--- config.mk ---
export PLATFORM = sky130hd
export DESIGN_NAME = video_tpg
export DESIGN_NICKNAME = d
export VERILOG_FILES = /design/src/rtl/video_pkg.sv /design/src/rtl/video_tpg_pattern.sv /design/src/rtl/video_tpg.sv
export SDC_FILE = /design/constraint.sdc
export NUM_CORES = 1
export LEC_CHECK = 0
export CORE_ASPECT_RATIO = 0.5
export CORE_MARGIN = 10
export CORE_UTILIZATION = 40
export DETAILED_ROUTE_END_ITERATION = 8
export PLACE_DENSITY_LB_ADDON = 0.25
export SLEW_MARGIN = 40
export SYNTH_ARGS = -nofsm -noshare
export SYNTH_HDL_FRONTEND = slang
export SYNTH_SLANG_ARGS = --single-unit
--- constraint.sdc ---
create_clock -name ACLK -period 8.4 [get_ports ACLK]
set_input_delay 0.84 -clock ACLK [delete_from_list [all_inputs] [get_ports ACLK]]
set_output_delay 0.84 -clock ACLK [all_outputs]
set_load 0.005 [all_outputs]
--- src/rtl/video_pkg.sv ---
// Shared types and constants for the video test-pattern generator:
// pattern-select and FSM state enums, RGB565 colours and the bar table.
package video_pkg;

   typedef enum logic [1:0] {
      PAT_SOLID   = 2'd0,
      PAT_RAMP    = 2'd1,
      PAT_BARS    = 2'd2,
      PAT_CHECKER = 2'd3
   } pattern_e;

   typedef enum logic [1:0] {
      ST_IDLE   = 2'd0,
      ST_ACTIVE = 2'd1,
      ST_VBLANK = 2'd2
   } state_e;

   localparam logic [15:0] RGB565_WHITE   = 16'hFFFF;
   localparam logic [15:0] RGB565_YELLOW  = 16'hFFE0;
   localparam logic [15:0] RGB565_CYAN    = 16'h07FF;
   localparam logic [15:0] RGB565_GREEN   = 16'h07E0;
   localparam logic [15:0] RGB565_MAGENTA = 16'hF81F;
   localparam logic [15:0] RGB565_RED     = 16'hF800;
   localparam logic [15:0] RGB565_BLUE    = 16'h001F;
   localparam logic [15:0] RGB565_BLACK   = 16'h0000;

   // Classic colour-bar order, left to right.
   localparam logic [15:0] BAR_TABLE [0:7] = '{
      RGB565_WHITE, RGB565_YELLOW, RGB565_CYAN, RGB565_GREEN,
      RGB565_MAGENTA, RGB565_RED, RGB565_BLUE, RGB565_BLACK
   };

endpackage

--- src/rtl/video_tpg_pattern.sv ---
// Combinational pixel generator: maps (x, y, offset) of the current frame
// to an RGB565 pixel for the selected pattern.
module video_tpg_pattern
   import video_pkg::*;
#(
   parameter int DATA_W = 16,
   parameter int DIM_W  = 12
) (
   input  logic [DIM_W-1:0]  x_i,
   input  logic [DIM_W-1:0]  y_i,
   input  logic [DIM_W-1:0]  width_i,
   input  logic [DIM_W-1:0]  offset_i,
   input  pattern_e          pattern_i,
   input  logic [DATA_W-1:0] solid_i,
   output logic [DATA_W-1:0] tdata_o
);

   logic [DIM_W:0]   xe_sum;
   logic [DIM_W:0]   xe_wrap;
   logic [DIM_W-1:0] xe;
   logic [DIM_W-1:0] bar_w;
   logic [DIM_W:0]   bound;
   logic [2:0]       bar_idx;
   logic             unused_y;

   assign unused_y = ^{y_i[DIM_W-1:4], y_i[2:0]};

   // Shifted x, reduced modulo width: x and offset are both below width,
   // so one conditional subtraction is enough.
   always_comb begin
      xe_sum  = {1'b0, x_i} + {1'b0, offset_i};
      xe_wrap = xe_sum;
      if (xe_sum >= {1'b0, width_i}) begin
         xe_wrap = xe_sum - {1'b0, width_i};
      end
      xe = xe_wrap[DIM_W-1:0];
   end

   // Bar counter: count how many bar boundaries xe has passed; boundaries
   // beyond the seventh are not considered, so the tail stays in bar 7.
   always_comb begin
      bar_w   = {3'b000, width_i[DIM_W-1:3]};
      bound   = '0;
      bar_idx = '0;
      for (int unsigned k = 1; k < 8; k++) begin
         bound = bound + {1'b0, bar_w};
         if ({1'b0, xe} >= bound) begin
            bar_idx = 3'(k);
         end
      end
   end

   // Pattern select.
   always_comb begin
      tdata_o = solid_i;
      case (pattern_i)
         PAT_SOLID:   tdata_o = solid_i;
         PAT_RAMP:    tdata_o = DATA_W'({xe[4:0], xe[5:0], xe[4:0]});
         PAT_BARS:    tdata_o = DATA_W'(BAR_TABLE[bar_idx]);
         PAT_CHECKER: tdata_o = (xe[3] ^ y_i[3]) ? DATA_W'(RGB565_WHITE)
                                                 : DATA_W'(RGB565_BLACK);
         default:     tdata_o = solid_i;
      endcase
   end

endmodule

--- src/rtl/video_tpg.sv ---
// Video test-pattern generator with an AXI4-Stream video master output.
// Frame FSM (IDLE/ACTIVE/VBLANK), pixel/line counters and frame counter
// live here; pixel values come from video_tpg_pattern.
// Optional macro VIDEO_TPG_MOVE_EN: scrolls patterns by one pixel per frame.
module video_tpg
   import video_pkg::*;
#(
   parameter int DATA_W = 16,
   parameter int DIM_W  = 12
) (
   input  logic              ACLK,
   input  logic              ARESETn,
   input  logic              tpg_en_i,
   input  logic [1:0]        pattern_sel_i,
   input  logic [DIM_W-1:0]  width_i,
   input  logic [DIM_W-1:0]  height_i,
   input  logic [15:0]       vblank_i,
   input  logic [DATA_W-1:0] solid_color_i,
   output logic [DATA_W-1:0] m_axis_tdata,
   output logic              m_axis_tvalid,
   output logic [0:0]        m_axis_tuser,
   output logic              m_axis_tlast,
   input  logic              m_axis_tready,
   output logic [7:0]        frames_cnt_o,
   output logic              busy_o
);

   state_e            state_q, state_d;
   logic [DIM_W-1:0]  width_q, height_q;
   logic [DIM_W-1:0]  x_q, y_q;
   pattern_e          pat_q;
   logic [DATA_W-1:0] solid_q;
   logic [15:0]       vb_q;
   logic [7:0]        frames_q;
   logic [DIM_W-1:0]  offset_w;
   logic [DATA_W-1:0] pix_w;

   logic start_ok, beat, last_x, last_y, frame_end, load;

   assign start_ok  = tpg_en_i && (width_i != '0) && (height_i != '0);
   assign beat      = (state_q == ST_ACTIVE) && m_axis_tready;
   assign last_x    = (x_q == width_q - DIM_W'(1));
   assign last_y    = (y_q == height_q - DIM_W'(1));
   assign frame_end = beat && last_x && last_y;

   // FSM state register.
   always_ff @(posedge ACLK or negedge ARESETn) begin
      if (!ARESETn) begin
         state_q <= ST_IDLE;
      end else begin
         state_q <= state_d;
      end
   end

   // Next state, frame-parameter load strobe and stream outputs.
   // A zero vblank skips VBLANK entirely so the next SOF follows the
   // final tlast directly.
   always_comb begin
      state_d       = state_q;
      load          = 1'b0;
      m_axis_tvalid = (state_q == ST_ACTIVE);
      m_axis_tuser  = m_axis_tvalid && (x_q == '0) && (y_q == '0);
      m_axis_tlast  = m_axis_tvalid && last_x;
      m_axis_tdata  = m_axis_tvalid ? pix_w : '0;
      busy_o        = (state_q != ST_IDLE);
      case (state_q)
         ST_IDLE: begin
            if (start_ok) begin
               state_d = ST_ACTIVE;
               load    = 1'b1;
            end
         end
         ST_ACTIVE: begin
            if (frame_end) begin
               if (vblank_i != '0) begin
                  state_d = ST_VBLANK;
               end else if (start_ok) begin
                  state_d = ST_ACTIVE;
                  load    = 1'b1;
               end else begin
                  state_d = ST_IDLE;
               end
            end
         end
         ST_VBLANK: begin
            if (vb_q == '0) begin
               if (start_ok) begin
                  state_d = ST_ACTIVE;
                  load    = 1'b1;
               end else begin
                  state_d = ST_IDLE;
               end
            end
         end
         default: state_d = ST_IDLE;
      endcase
   end

   // Frame parameters, pixel/line counters, blanking and frame counters.
   always_ff @(posedge ACLK or negedge ARESETn) begin
      if (!ARESETn) begin
         width_q  <= '0;
         height_q <= '0;
         pat_q    <= PAT_SOLID;
         solid_q  <= '0;
         x_q      <= '0;
         y_q      <= '0;
         vb_q     <= '0;
         frames_q <= '0;
      end else begin
         if (load) begin
            width_q  <= width_i;
            height_q <= height_i;
            pat_q    <= pattern_e'(pattern_sel_i);
            solid_q  <= solid_color_i;
            x_q      <= '0;
            y_q      <= '0;
         end else if (beat) begin
            if (last_x) begin
               x_q <= '0;
               y_q <= y_q + DIM_W'(1);
            end else begin
               x_q <= x_q + DIM_W'(1);
            end
         end
         if (frame_end && (vblank_i != '0)) begin
            vb_q <= vblank_i - 16'd1;
         end else if ((state_q == ST_VBLANK) && (vb_q != '0)) begin
            vb_q <= vb_q - 16'd1;
         end
         if (frame_end) begin
            frames_q <= frames_q + 8'd1;
         end
      end
   end

`ifdef VIDEO_TPG_MOVE_EN
   logic [DIM_W-1:0] offset_q, offset_d;

   // Scroll offset: advance at frame end, wrap at width-1; cleared on load
   // if the new frame is too narrow for it.
   always_comb begin
      offset_d = offset_q;
      if (frame_end) begin
         offset_d = (offset_q >= width_q - DIM_W'(1)) ? '0 : offset_q + DIM_W'(1);
      end
      if (load && (offset_d >= width_i)) begin
         offset_d = '0;
      end
   end

   // Scroll offset register.
   always_ff @(posedge ACLK or negedge ARESETn) begin
      if (!ARESETn) begin
         offset_q <= '0;
      end else begin
         offset_q <= offset_d;
      end
   end

   assign offset_w = offset_q;
`else
   assign offset_w = '0;
`endif

   assign frames_cnt_o = frames_q;

   video_tpg_pattern #(
      .DATA_W (DATA_W),
      .DIM_W  (DIM_W)
   ) u_pattern (
      .x_i       (x_q),
      .y_i       (y_q),
      .width_i   (width_q),
      .offset_i  (offset_w),
      .pattern_i (pat_q),
      .solid_i   (solid_q),
      .tdata_o   (pix_w)
   );

endmodule

==> flow_metrics.env <==
export IMPL_status="finished, final reports clean"
export IMPL_routedWlPerCell_um=17.5
export IMPL_synth_area_leaders="dfrtp_1 (23%), ha_1 (18%), xnor2_1 (5.8%)"
export IMPL_first_pass_iters=5
export IMPL_synthTopCellsByCount="ha_1 (146), nor2_1 (99), dfrtp_1 (92), a21oi_1 (80), inv_1 (75)"
export IMPL_cts_sinks=92
export IMPL_io_buffers=89
export IMPL_drtIter0Drc=682
export IMPL_die_area_um2=32500
export IMPL_required_ns=7.56
export IMPL_vias=9201
export IMPL_place_congestion=0.883
export IMPL_viasPerCell=5.59
export IMPL_die_x_um=245
export IMPL_regArea_um2=2300
export IMPL_synth_area_leader_cell="dfrtp_1"
export IMPL_nNetsFinal=1509
export IMPL_grt_setup_unrepaired="true"
export IMPL_cts_buffer_depth=2
export IMPL_hpwl_um=22300
export IMPL_cp_slowest_cell="fa_2"
export IMPL_cts_tree="built"
export IMPL_startpoint_type="register"
export IMPL_grt_max_degree=70
export IMPL_async_flop_share=1.00
export IMPL_fin_crit_ns=8.32
export IMPL_antenna_cells=0
export IMPL_tightest_slew_ns=0.764
export IMPL_grt_pass1_wl_um=46900
export IMPL_drive_gt1_frac=0.181
export IMPL_cp_top_family="adder cells"
export IMPL_wl_um=28800
export IMPL_stdcell_area_um2=12400
export IMPL_hold_path_class="primary input to async pin"
export IMPL_finClkSkew_ns=0.00567
export IMPL_place_area_um2=11600
export IMPL_ys_ff_latch=92
export IMPL_finalSetupViolations=0
export IMPL_r2r_cells=21
export IMPL_die_h_um=132
export IMPL_cts_root_buf="clkbuf_16"
export IMPL_initial_core_util=0.404
export IMPL_arrival_ns=7.48
export IMPL_cts_htree_levels=3
export IMPL_io_pins=90
export IMPL_r2r_end="vb_q[12]$_DFFE_PN0P_"
export IMPL_final_fill_count=2435
export IMPL_whs_ns=0.379
export IMPL_netlist_area_um2=10100
export IMPL_multi_input_comb_area_um2=7830
export IMPL_yosysTopAreaCellShare=0.227
export IMPL_clkSlewWorstSetupHoldPaths_ns=0.07
export IMPL_ys_warn_count=0
export IMPL_fmax_mhz=120
export IMPL_grt_use_total=0.172
export IMPL_synthFlopType="dfrtp_1"
export IMPL_num_rows=41
export IMPL_endpoint_kind="primary output"
export IMPL_avgSynthCellArea_um2=8.69
export IMPL_grt_ovfl_total=0
export IMPL_critPathBufInv=5
export IMPL_fin_crit_sh=0.991
export IMPL_slew_violations=0
export IMPL_hold_viol=0
export IMPL_ctsHoldBuffers=0
export IMPL_antenna_found_initial=0
export IMPL_yosysMostFrequentCell="ha_1"
export IMPL_fin_tns_setup_ns=0
export IMPL_cp_max_fo=5
export IMPL_drv_cap=0
export IMPL_yosys_cell_types_count=73
export IMPL_synth_edff_count=0
export IMPL_ys_seq_area_frac=0.227
export IMPL_core_area_um2=25000
export IMPL_cts_buffers=9
export IMPL_crit_type="register to primary output"
export IMPL_slowest_delay_ns=0.58
export IMPL_r2r_start="width_q[4]$_DFFE_PN0P_"
export IMPL_drc_errors=0
export IMPL_regToRegSetupSlack_ns=3.12
export IMPL_grt_pass1_vias=9302
export IMPL_maxSlewHeadroom=0.488
export IMPL_clock_latency_ns=0.35
export IMPL_syn_nets=1378
export IMPL_syn_instance_count=1165
export IMPL_area_growth_pct=22.8
export IMPL_ant_nets=0
## worst max path at each step
stage,cells past startpoint,slack (ns),from,end
6_report,35,0.08,width_q[4]$_DFFE_PN0P_,m_axis_tdata[4]
5_1_grt,39,-0.25,width_q[4]$_DFFE_PN0P_,m_axis_tdata[5]
4_1_cts,38,0.04,width_q[4]$_DFFE_PN0P_,m_axis_tdata[8]
3_5_place_dp,37,-0.24,width_q[4]$_DFFE_PN0P_,m_axis_tdata[1]
3_3_place_gp,37,0.09,width_q[4]$_DFFE_PN0P_,m_axis_tdata[4]
2_1_floorplan,35,0.67,width_q[4]$_DFFE_PN0P_,m_axis_tdata[8]
## what timing repair did
item	in CTS	in global routing
resized for setup	60	82
pin swaps	25	33
setup endpoints to repair	16	16
buffers inserted	16	10
## flip-flops by register name (all words and copies together), names as in the netlist, 8 cells and up
signal / count
vb_q: 16
height_q: 12
solid_q: 16
y_q: 12
x_q: 12
frames_cnt_o: 8
width_q: 12
## area by class of cell
| cell class | count | area share |
|---|---|---|
| clock inverter | 6 | 0.00373 |
| timing repair buffer | 149 | 0.105 |
| multi-input combinational | 969 | 0.630 |
| inverter | 75 | 0.0227 |
| sequential | 92 | 0.185 |
| tap | 344 | 0.0346 |
| clock buffer | 10 | 0.0184 |
## worst register-to-register path, stage by stage (launching register included)
cell and delay [ns]:
dfrtp_1 0.40, buf_4 0.14, inv_2 0.08, buf_4 0.16
ha_1 0.18, nor4b_1 0.49, a21bo_1 0.22, a21boi_0 0.11
or3_1 0.35, nand2_1 0.11, nand4b_1 0.29, or3_4 0.48
nor2b_2 0.12, buf_4 0.30, mux2i_1 0.25, ha_1 0.23
nand2_1 0.12, or4_1 0.53, nor4_1 0.29, xor2_1 0.18
nor2_1 0.05, a21oi_1 0.11
## cell usage in the layout, fill, tap and decap left out, types with 12 or more instances in the layout
cell type | Yosys | routed
nor2_1 | 99 | 96
xor2_1 | 59 | 58
o21ai_0 | 70 | 64
ha_1 | 146 | 136
inv_1 | 75 | 71
nor4_1 | 21 | 21
a21oi_1 | 80 | 69
dfrtp_1 | 92 | 91
xnor2_1 | 67 | 59
mux2_1 | 14 | 14
clkdlybuf4s50_1 | 0 | 72
nand3_1 | 33 | 32
nand4_1 | 15 | 15
mux2_2 | 33 | 33
nand2b_1 | 13 | 13
nor3_1 | 25 | 24
nand2_1 | 51 | 49
a21o_1 | 22 | 22
buf_4 | 4 | 56
and3_1 | 15 | 13
o221a_2 | 16 | 14
clkbuf_2 | 0 | 12
o21a_1 | 17 | 17
or3_1 | 14 | 13
## cells by family after synthesis
logic type | count (synthesis) | share of synthesized area
and+or+nand+nor | 348 | 0.181
AOI/OAI and AO/OA | 287 | 0.187
adders and majority gates | 151 | 0.190
xor gates and xnor gates | 127 | 0.111
buffers and inverters | 104 | 0.0428
DFF | 92 | 0.227
muxes | 56 | 0.0612
## per-layer routing
metal  global-route usage  wire length (um)  vias to the layer above
met4               0.0456               630                        0
li1                     -                 -                     4515
met1                0.216             13300                     4468
met5                    0                 0                        -
met3               0.0197               779                       44
met2                0.305             14100                      174
## per-stage QoR
step,utilization,instances,worst slack (ns)
after CTS,0.485,1635,0.0432
after global placement,0.462,1603,0.0886
after detailed placement,0.463,1603,-0.240
after floorplan,-,1165,0.675
final,0.496,1645,0.0760
after global routing,0.496,1645,-0.246
Power is not shown: default switching activity piles up to over one toggle a cycle in this logic, so the estimate is an artifact.
